$ cat src/rtl/ps2_pkg.sv
// Shared PS/2 definitions: FSM states, transfer status codes and common
// keyboard command bytes.
package ps2_pkg;

  typedef enum logic [2:0] {
    IDLE,
    INHIBIT,
    START,
    SEND,
    WAIT_IDLE,
    FINISH
  } state_e;

  typedef enum logic [1:0] {
    STATUS_ACK     = 2'b00,
    STATUS_NACK    = 2'b01,
    STATUS_TIMEOUT = 2'b10
  } status_e;

  localparam logic [7:0] CMD_SET_LEDS = 8'hED;
  localparam logic [7:0] CMD_RESET    = 8'hFF;
  localparam logic [7:0] CMD_ENABLE   = 8'hF4;
  localparam logic [7:0] ACK_BYTE     = 8'hFA;

  // Frame bit positions: 1..8 data, 9 parity, 10 stop, 11 device ack.
  localparam logic [3:0] BIT_PARITY = 4'd9;
  localparam logic [3:0] BIT_ACK    = 4'd11;

  function automatic logic odd_parity(input logic [7:0] data);
    return ~^data;
  endfunction

endpackage

$ cat src/rtl/ps2_sync_edge.sv
// Two-flop synchronizer for an asynchronous PS/2 pin, with a one-cycle
// falling-edge pulse taken from the second stage against a delayed copy.
module ps2_sync_edge (
  input  logic clock,
  input  logic reset,
  input  logic d_i,
  output logic level_o,
  output logic fall_o
);

  logic [2:0] sync_q;

  // NOTE: non-blocking assignment so each stage captures its neighbour's
  // pre-edge value; blocking here would collapse the chain into one flop.
  // Stages preset to 1 so the pulled-up idle bus never looks like a fall.
  always_ff @(posedge clock or posedge reset) begin
    if (reset) sync_q <= 3'b111;
    else       sync_q <= {sync_q[1:0], d_i};
  end

  assign level_o = sync_q[1];
  assign fall_o  = sync_q[2] & ~sync_q[1];

endmodule

$ cat src/rtl/ps2_host_tx.sv
// Host-to-device PS/2 transmitter: inhibits the bus, issues a start bit, then
// shifts one command byte out on device clock falling edges and checks the ack.
module ps2_host_tx
  import ps2_pkg::*;
#(
  parameter int CLK_HZ         = 50_000_000,
  parameter int INHIBIT_CYCLES = 6000,
  parameter int START_CYCLES   = 250,
  parameter int TIMEOUT_CYCLES = 750000
) (
  input  logic       clock,
  input  logic       reset,
  input  logic [7:0] cmd_data,
  input  logic       cmd_valid,
  output logic       cmd_ready,
  input  logic       ps2_clk_in,
  input  logic       ps2_dat_in,
  output logic       ps2_clk_oe,
  output logic       ps2_dat_oe,
  output logic       busy,
  output logic       done,
  output logic [1:0] status
);

  localparam int PHASE_MAX = (INHIBIT_CYCLES > START_CYCLES) ? INHIBIT_CYCLES : START_CYCLES;
  localparam int PW        = $clog2(PHASE_MAX + 1);
  localparam int TW        = $clog2(TIMEOUT_CYCLES + 1);

  localparam logic [PW-1:0] INHIBIT_LAST = PW'(INHIBIT_CYCLES - 1);
  localparam logic [PW-1:0] START_LAST   = PW'(START_CYCLES - 1);
  localparam logic [TW-1:0] TIMEOUT_LAST = TW'(TIMEOUT_CYCLES - 1);

  if (CLK_HZ <= 0 || INHIBIT_CYCLES < 1 || START_CYCLES < 1 || TIMEOUT_CYCLES < 2) begin : g_bad_params
    $error("ps2_host_tx: invalid parameters");
  end

  logic clk_lvl, clk_fall, dat_lvl, dat_fall_unused;

  ps2_sync_edge u_clk_sync (
    .clock   (clock),
    .reset   (reset),
    .d_i     (ps2_clk_in),
    .level_o (clk_lvl),
    .fall_o  (clk_fall)
  );

  ps2_sync_edge u_dat_sync (
    .clock   (clock),
    .reset   (reset),
    .d_i     (ps2_dat_in),
    .level_o (dat_lvl),
    .fall_o  (dat_fall_unused)
  );

  state_e        state_q, state_d;
  status_e       status_q, status_d;
  logic [PW-1:0] phase_q, phase_d;
  logic [TW-1:0] tmo_q, tmo_d;
  logic [3:0]    bit_q, bit_d;
  logic [7:0]    data_q, data_d;
  logic          parity_q, parity_d;

  always_ff @(posedge clock or posedge reset) begin
    if (reset) begin
      state_q  <= IDLE;
      status_q <= STATUS_ACK;
      phase_q  <= '0;
      tmo_q    <= '0;
      bit_q    <= '0;
      data_q   <= '0;
      parity_q <= 1'b0;
    end else begin
      state_q  <= state_d;
      status_q <= status_d;
      phase_q  <= phase_d;
      tmo_q    <= tmo_d;
      bit_q    <= bit_d;
      data_q   <= data_d;
      parity_q <= parity_d;
    end
  end

  // NOTE: every signal driven here gets a default first, so no path leaves a
  // value unassigned and no latch is inferred.
  always_comb begin
    state_d    = state_q;
    status_d   = status_q;
    phase_d    = phase_q;
    tmo_d      = tmo_q;
    bit_d      = bit_q;
    data_d     = data_q;
    parity_d   = parity_q;
    ps2_clk_oe = 1'b0;
    ps2_dat_oe = 1'b0;
    done       = 1'b0;

    case (state_q)
      IDLE: begin
        if (cmd_valid) begin
          data_d   = cmd_data;
          parity_d = odd_parity(cmd_data);
          phase_d  = '0;
          state_d  = INHIBIT;
        end
      end

      INHIBIT: begin
        ps2_clk_oe = 1'b1;
        if (phase_q == INHIBIT_LAST) begin
          phase_d = '0;
          state_d = START;
        end else begin
          phase_d = phase_q + 1'b1;
        end
      end

      START: begin
        ps2_clk_oe = 1'b1;
        ps2_dat_oe = 1'b1;
        if (phase_q == START_LAST) begin
          tmo_d   = '0;
          bit_d   = '0;
          state_d = SEND;
        end else begin
          phase_d = phase_q + 1'b1;
        end
      end

      SEND: begin
        // Bit 0 keeps the start bit on the line until the first device fall.
        if (bit_q == 4'd0)              ps2_dat_oe = 1'b1;
        else if (bit_q < BIT_PARITY)    ps2_dat_oe = ~data_q[3'(bit_q - 4'd1)];
        else if (bit_q == BIT_PARITY)   ps2_dat_oe = ~parity_q;
        tmo_d = tmo_q + 1'b1;
        if (clk_fall) begin
          tmo_d = '0;
          bit_d = (bit_q == BIT_ACK) ? bit_q : bit_q + 4'd1;
          if (bit_q == BIT_ACK - 4'd1) begin
            status_d = dat_lvl ? STATUS_NACK : STATUS_ACK;
            state_d  = WAIT_IDLE;
          end
        end else if (tmo_q == TIMEOUT_LAST) begin
          status_d = STATUS_TIMEOUT;
          state_d  = FINISH;
        end
      end

      WAIT_IDLE: begin
        tmo_d = tmo_q + 1'b1;
        if (clk_lvl && dat_lvl) begin
          state_d = FINISH;
        end else if (tmo_q == TIMEOUT_LAST) begin
          status_d = STATUS_TIMEOUT;
          state_d  = FINISH;
        end
      end

      FINISH: begin
        done    = 1'b1;
        state_d = IDLE;
      end

      default: state_d = IDLE;
    endcase
  end

  assign cmd_ready = (state_q == IDLE);
  assign busy      = (state_q != IDLE);
  assign status    = status_q;

endmodule

$ cat config.mk
export PLATFORM = sky130hd
export DESIGN_NAME = ps2_host_tx
export DESIGN_NICKNAME = d
export VERILOG_FILES = /design/src/rtl/ps2_pkg.sv /design/src/rtl/ps2_sync_edge.sv /design/src/rtl/ps2_host_tx.sv
export SDC_FILE = /design/constraint.sdc
export NUM_CORES = 1
export LEC_CHECK = 0
export CAP_MARGIN = 10
export CORE_ASPECT_RATIO = 0.9
export CORE_MARGIN = 10
export CORE_UTILIZATION = 62
export CTS_BUF_LIST = sky130_fd_sc_hd__clkbuf_4 sky130_fd_sc_hd__clkbuf_8
export DETAILED_ROUTE_END_ITERATION = 6
export PLACE_DENSITY = 0.8
export SETUP_SLACK_MARGIN = 0.5
export SYNTH_ARGS = -nofsm -noshare
export SYNTH_HDL_FRONTEND = slang
export SYNTH_SLANG_ARGS = --single-unit
export TNS_END_PERCENT = 10
$ cat constraint.sdc
create_clock -name clock -period 2.57 [get_ports clock]
set_input_delay 0.257 -clock clock [delete_from_list [all_inputs] [get_ports clock]]
set_output_delay 0.257 -clock clock [all_outputs]
set_load 0.01 [all_outputs]
==> flow_summary.json <==
{
  "status": "completed",
  "final_hold_viol_count": 0,
  "htree_levels": 2,
  "die_w_um": 97.0,
  "yosysUniqueCellTypes": 69,
  "cts_tree": "yes",
  "critPathTopFamily": "flip-flops",
  "ys_seq_area_frac": 0.425,
  "period_minus_slack_ns": 2.24,
  "instances_no_fill": 428,
  "grt_pass1_vias": 2638,
  "syn_nets": 358,
  "holdBufCountCts": 0,
  "worstPathMaxFanout": 3,
  "internal-power_w": 0.00208,
  "worstPathArrival_ns": 1.99,
  "antenna_cells": 0,
  "power_switching_w": 0.00127,
  "vias_per_cell": 6.31,
  "maxCapViolCount": 0,
  "cts_sinks": 56,
  "postPlaceCellArea_mm2": 0.00356,
  "nets": 381,
  "dp_cells": 415,
  "grt_pass1_wl_mm": 13.0,
  "clock_path_buffers": 2,
  "ys_warn_count": 0,
  "rows": 25,
  "reg2reg_to": "tmo_q[16]$_DFFE_PP0P_",
  "fin_tns_setup_ns": 0,
  "switching_share": 0.379,
  "endpoint_kind": "output port",
  "layout_commonest_cell": "dfrtp_1",
  "io_buffer_count": 19,
  "synthArstFlopShare": 1.00,
  "cp-start-kind": "register",
  "wire_per_inst_um": 17.5,
  "die_h_um": 89.3,
  "pwr-share-clk": 0.187,
  "die-area_mm2": 0.00867,
  "irDropWorstVdd_uv": 523,
  "cts-buffers-inserted": 5,
  "gr-total-overflow": 0,
  "ant_nets": 0,
  "tightest_slew_ns": 0.697,
  "via_count": 2702,
  "slowest_stage": "dfrtp_1",
  "first_pass_iters": 7,
  "cts_root_buf": "clkbuf_8",
  "setup_violations": 0,
  "antenna_found_initial": 0,
  "maxSlewHeadroom": 0.535,
  "critPathBufInv": 2,
  "synth.avg_cell_area_um2": 9.83,
  "initial_utilization": 0.634,
  "drt-total-wl_mm": 7.48,
  "worstHoldStart": "ps2_clk_in",
  "hold_slack_ns": 0.352,
  "drt_iter0_drc": 206,
  "p_leak_nw": 1.55,
  "grt_start_max_net_pins": 57,
  "timing_worst_setup_path_type": "register to output port",
  "maxSlewViolCount": 0,
  "reg2reg_slack_ns": 0.41,
  "clk_pin_slew_ns": 0.10,
  "io_pins": 20,
  "syn_area_mm2": 0.00331,
  "synth_edf_count": 0,
  "hold_class": "input pin to register",
  "core_area_mm2": 0.00522,
  "syn2layout_area_growth_pct": 14.5,
  "slowest_delay_ns": 0.39,
  "worst-path-stages": 8,
  "synthCells": 337,
  "drc_errors": 0,
  "insertion_delay_ns": 0.31,
  "synth.area.top_cells": "dfrtp_1 39%, xnor2_1 5.6%, dfstp_2 4.0%",
  "skew_ns": 0.00937,
  "ys_seq_elements": 56,
  "worst_r2r_path_depth": 5,
  "dp_hpwl_mm": 5.16,
  "powerDensity_mw_per_mm2": 883,
  "synth.largest_area_cell": "dfrtp_1",
  "place_congestion": 0.890,
  "fin_crit_sh": 0.873,
  "drive_gt1_frac": 0.177,
  "pwr-share-seq": 0.381,
  "synth_top_cell_area_share": 0.385,
  "power_frac_comb": 0.431,
  "critPathRequiredTime_ns": 2.31,
  "hold_depth": 1,
  "track_usage": 0.178,
  "max_freq_ghz": 0.446,
  "layout_common_cells": "47 x dfrtp_1, 25 x nand2_1, 25 x nor2_1, 25 x o21ai_0, 21 x xnor2_1",
  "r2r_start": "state_q[2]$_DFFE_PP0P_",
  "holdPathEnd": "u_clk_sync.sync_q[0]$_DFF_PP1_",
  "rsz0062_at_grt": "true",
  "synthFlopType": "dfrtp_1",
  "cp_cell_sequence": "inv_2, ha_4, mux4_2, nor3_2, a21oi_1, nor2_1, o31a_1, buf_2",
  "final_area_mm2": 0.00379
}
## synthesized netlist by cell type (all sizes together) (3+ instances only)
library cell / count
ha: 8
nand4b: 3
o21ai: 26
dfstp: 5
and3: 6
buf: 6
nor3b: 4
or4: 4
nand4: 10
xnor2: 21
nor2: 26
dfrtp: 51
and2: 6
nand2: 25
o31ai: 8
nor3: 3
a21oi: 20
nand3: 11
nand3b: 3
nor4: 6
a211oi: 4
or3: 9
mux2: 9
and4: 3
inv: 9
nand2b: 3
clkbuf: 8
## cell type report
type | count | area, µm²
Sequential cell | 56 | 1410
Timing Repair Buffer | 30 | 272
Clock buffer | 7 | 96.3
Clock inverter | 1 | 30.0
Inverter | 9 | 33.8
Fill cell | 370 | 1430
Tap cell | 67 | 83.8
Multi-Input combinational cell | 258 | 1870
## flip-flops by register name (all words and copies together), names as in the netlist
| name | flops |
|---|---|
| data_q | 8 |
| parity_q | 1 |
| bit_q | 4 |
| status | 2 |
| state_q | 3 |
| tmo_q | 20 |
| u_dat_sync.sync_q | 2 |
| u_clk_sync.sync_q | 3 |
| phase_q | 13 |
## power groups by stage
stage	logic (W)	clock network, W	registers, W
5_1_grt	0.00162	0.000677	0.00131
4_1_cts	0.00142	0.000637	0.00126
3_3_place_gp	0.00128	0	0.00127
3_5_place_dp	0.00135	0	0.00128
6_report	0.00145	0.000627	0.00128
2_1_floorplan	0.00105	0	0.00119
## cell families (layout without fill, tap and decap cells)
| family | count (synthesis) | count (layout) | share of synthesized area |
|---|---|---|---|
| flip-flops | 56 | 56 | 0.425 |
| AND/OR/NAND/NOR | 135 | 135 | 0.247 |
| AO/OA/AOI/OAI | 80 | 80 | 0.159 |
| multiplexers | 13 | 13 | 0.0502 |
| buffers and inverters | 23 | 47 | 0.0302 |
| XOR/XNOR | 22 | 22 | 0.0582 |
| adder cells (fa/ha/maj) | 8 | 8 | 0.0302 |
## metal layers
metal	track usage	routed length, µm
met5	0	0
met4	0.0589	74
met3	0.0270	307
met2	0.319	3900
met1	0.217	3200
## stage by stage
stage | utilization | worst slack (ns) | power [W]
floorplan | - | 0.602 | 0.00223
global placement | 0.682 | 0.285 | 0.00255
detailed placement | 0.682 | 0.0104 | 0.00263
CTS | 0.715 | 0.257 | 0.00332
global route | 0.726 | 0.234 | 0.00361
finish | 0.726 | 0.327 | 0.00335
## how the worst max path moves through the flow
| stage | from | endpoint | slack (ns) |
|---|---|---|---|
| after global routing | bit_q[0]$_DFFE_PP0P_ | ps2_dat_oe | 0.23 |
| after global placement | bit_q[1]$_DFFE_PP0P_ | ps2_dat_oe | 0.29 |
| after detailed placement | bit_q[1]$_DFFE_PP0P_ | ps2_dat_oe | 0.01 |
| final | bit_q[0]$_DFFE_PP0P_ | ps2_dat_oe | 0.33 |
| after floorplan | phase_q[1]$_DFFE_PP0P_ | tmo_q[16]$_DFFE_PP0P_ | 0.60 |
| after CTS | bit_q[0]$_DFFE_PP0P_ | ps2_dat_oe | 0.26 |
## repair_timing
item / CTS / global route
setup buffers: 4 / 1
endpoints found under the setup margin: 10 / 34
pin swaps: 4 / 4
resized for setup: 9 / 11
Note: power is estimated with default switching activity, not from simulation.
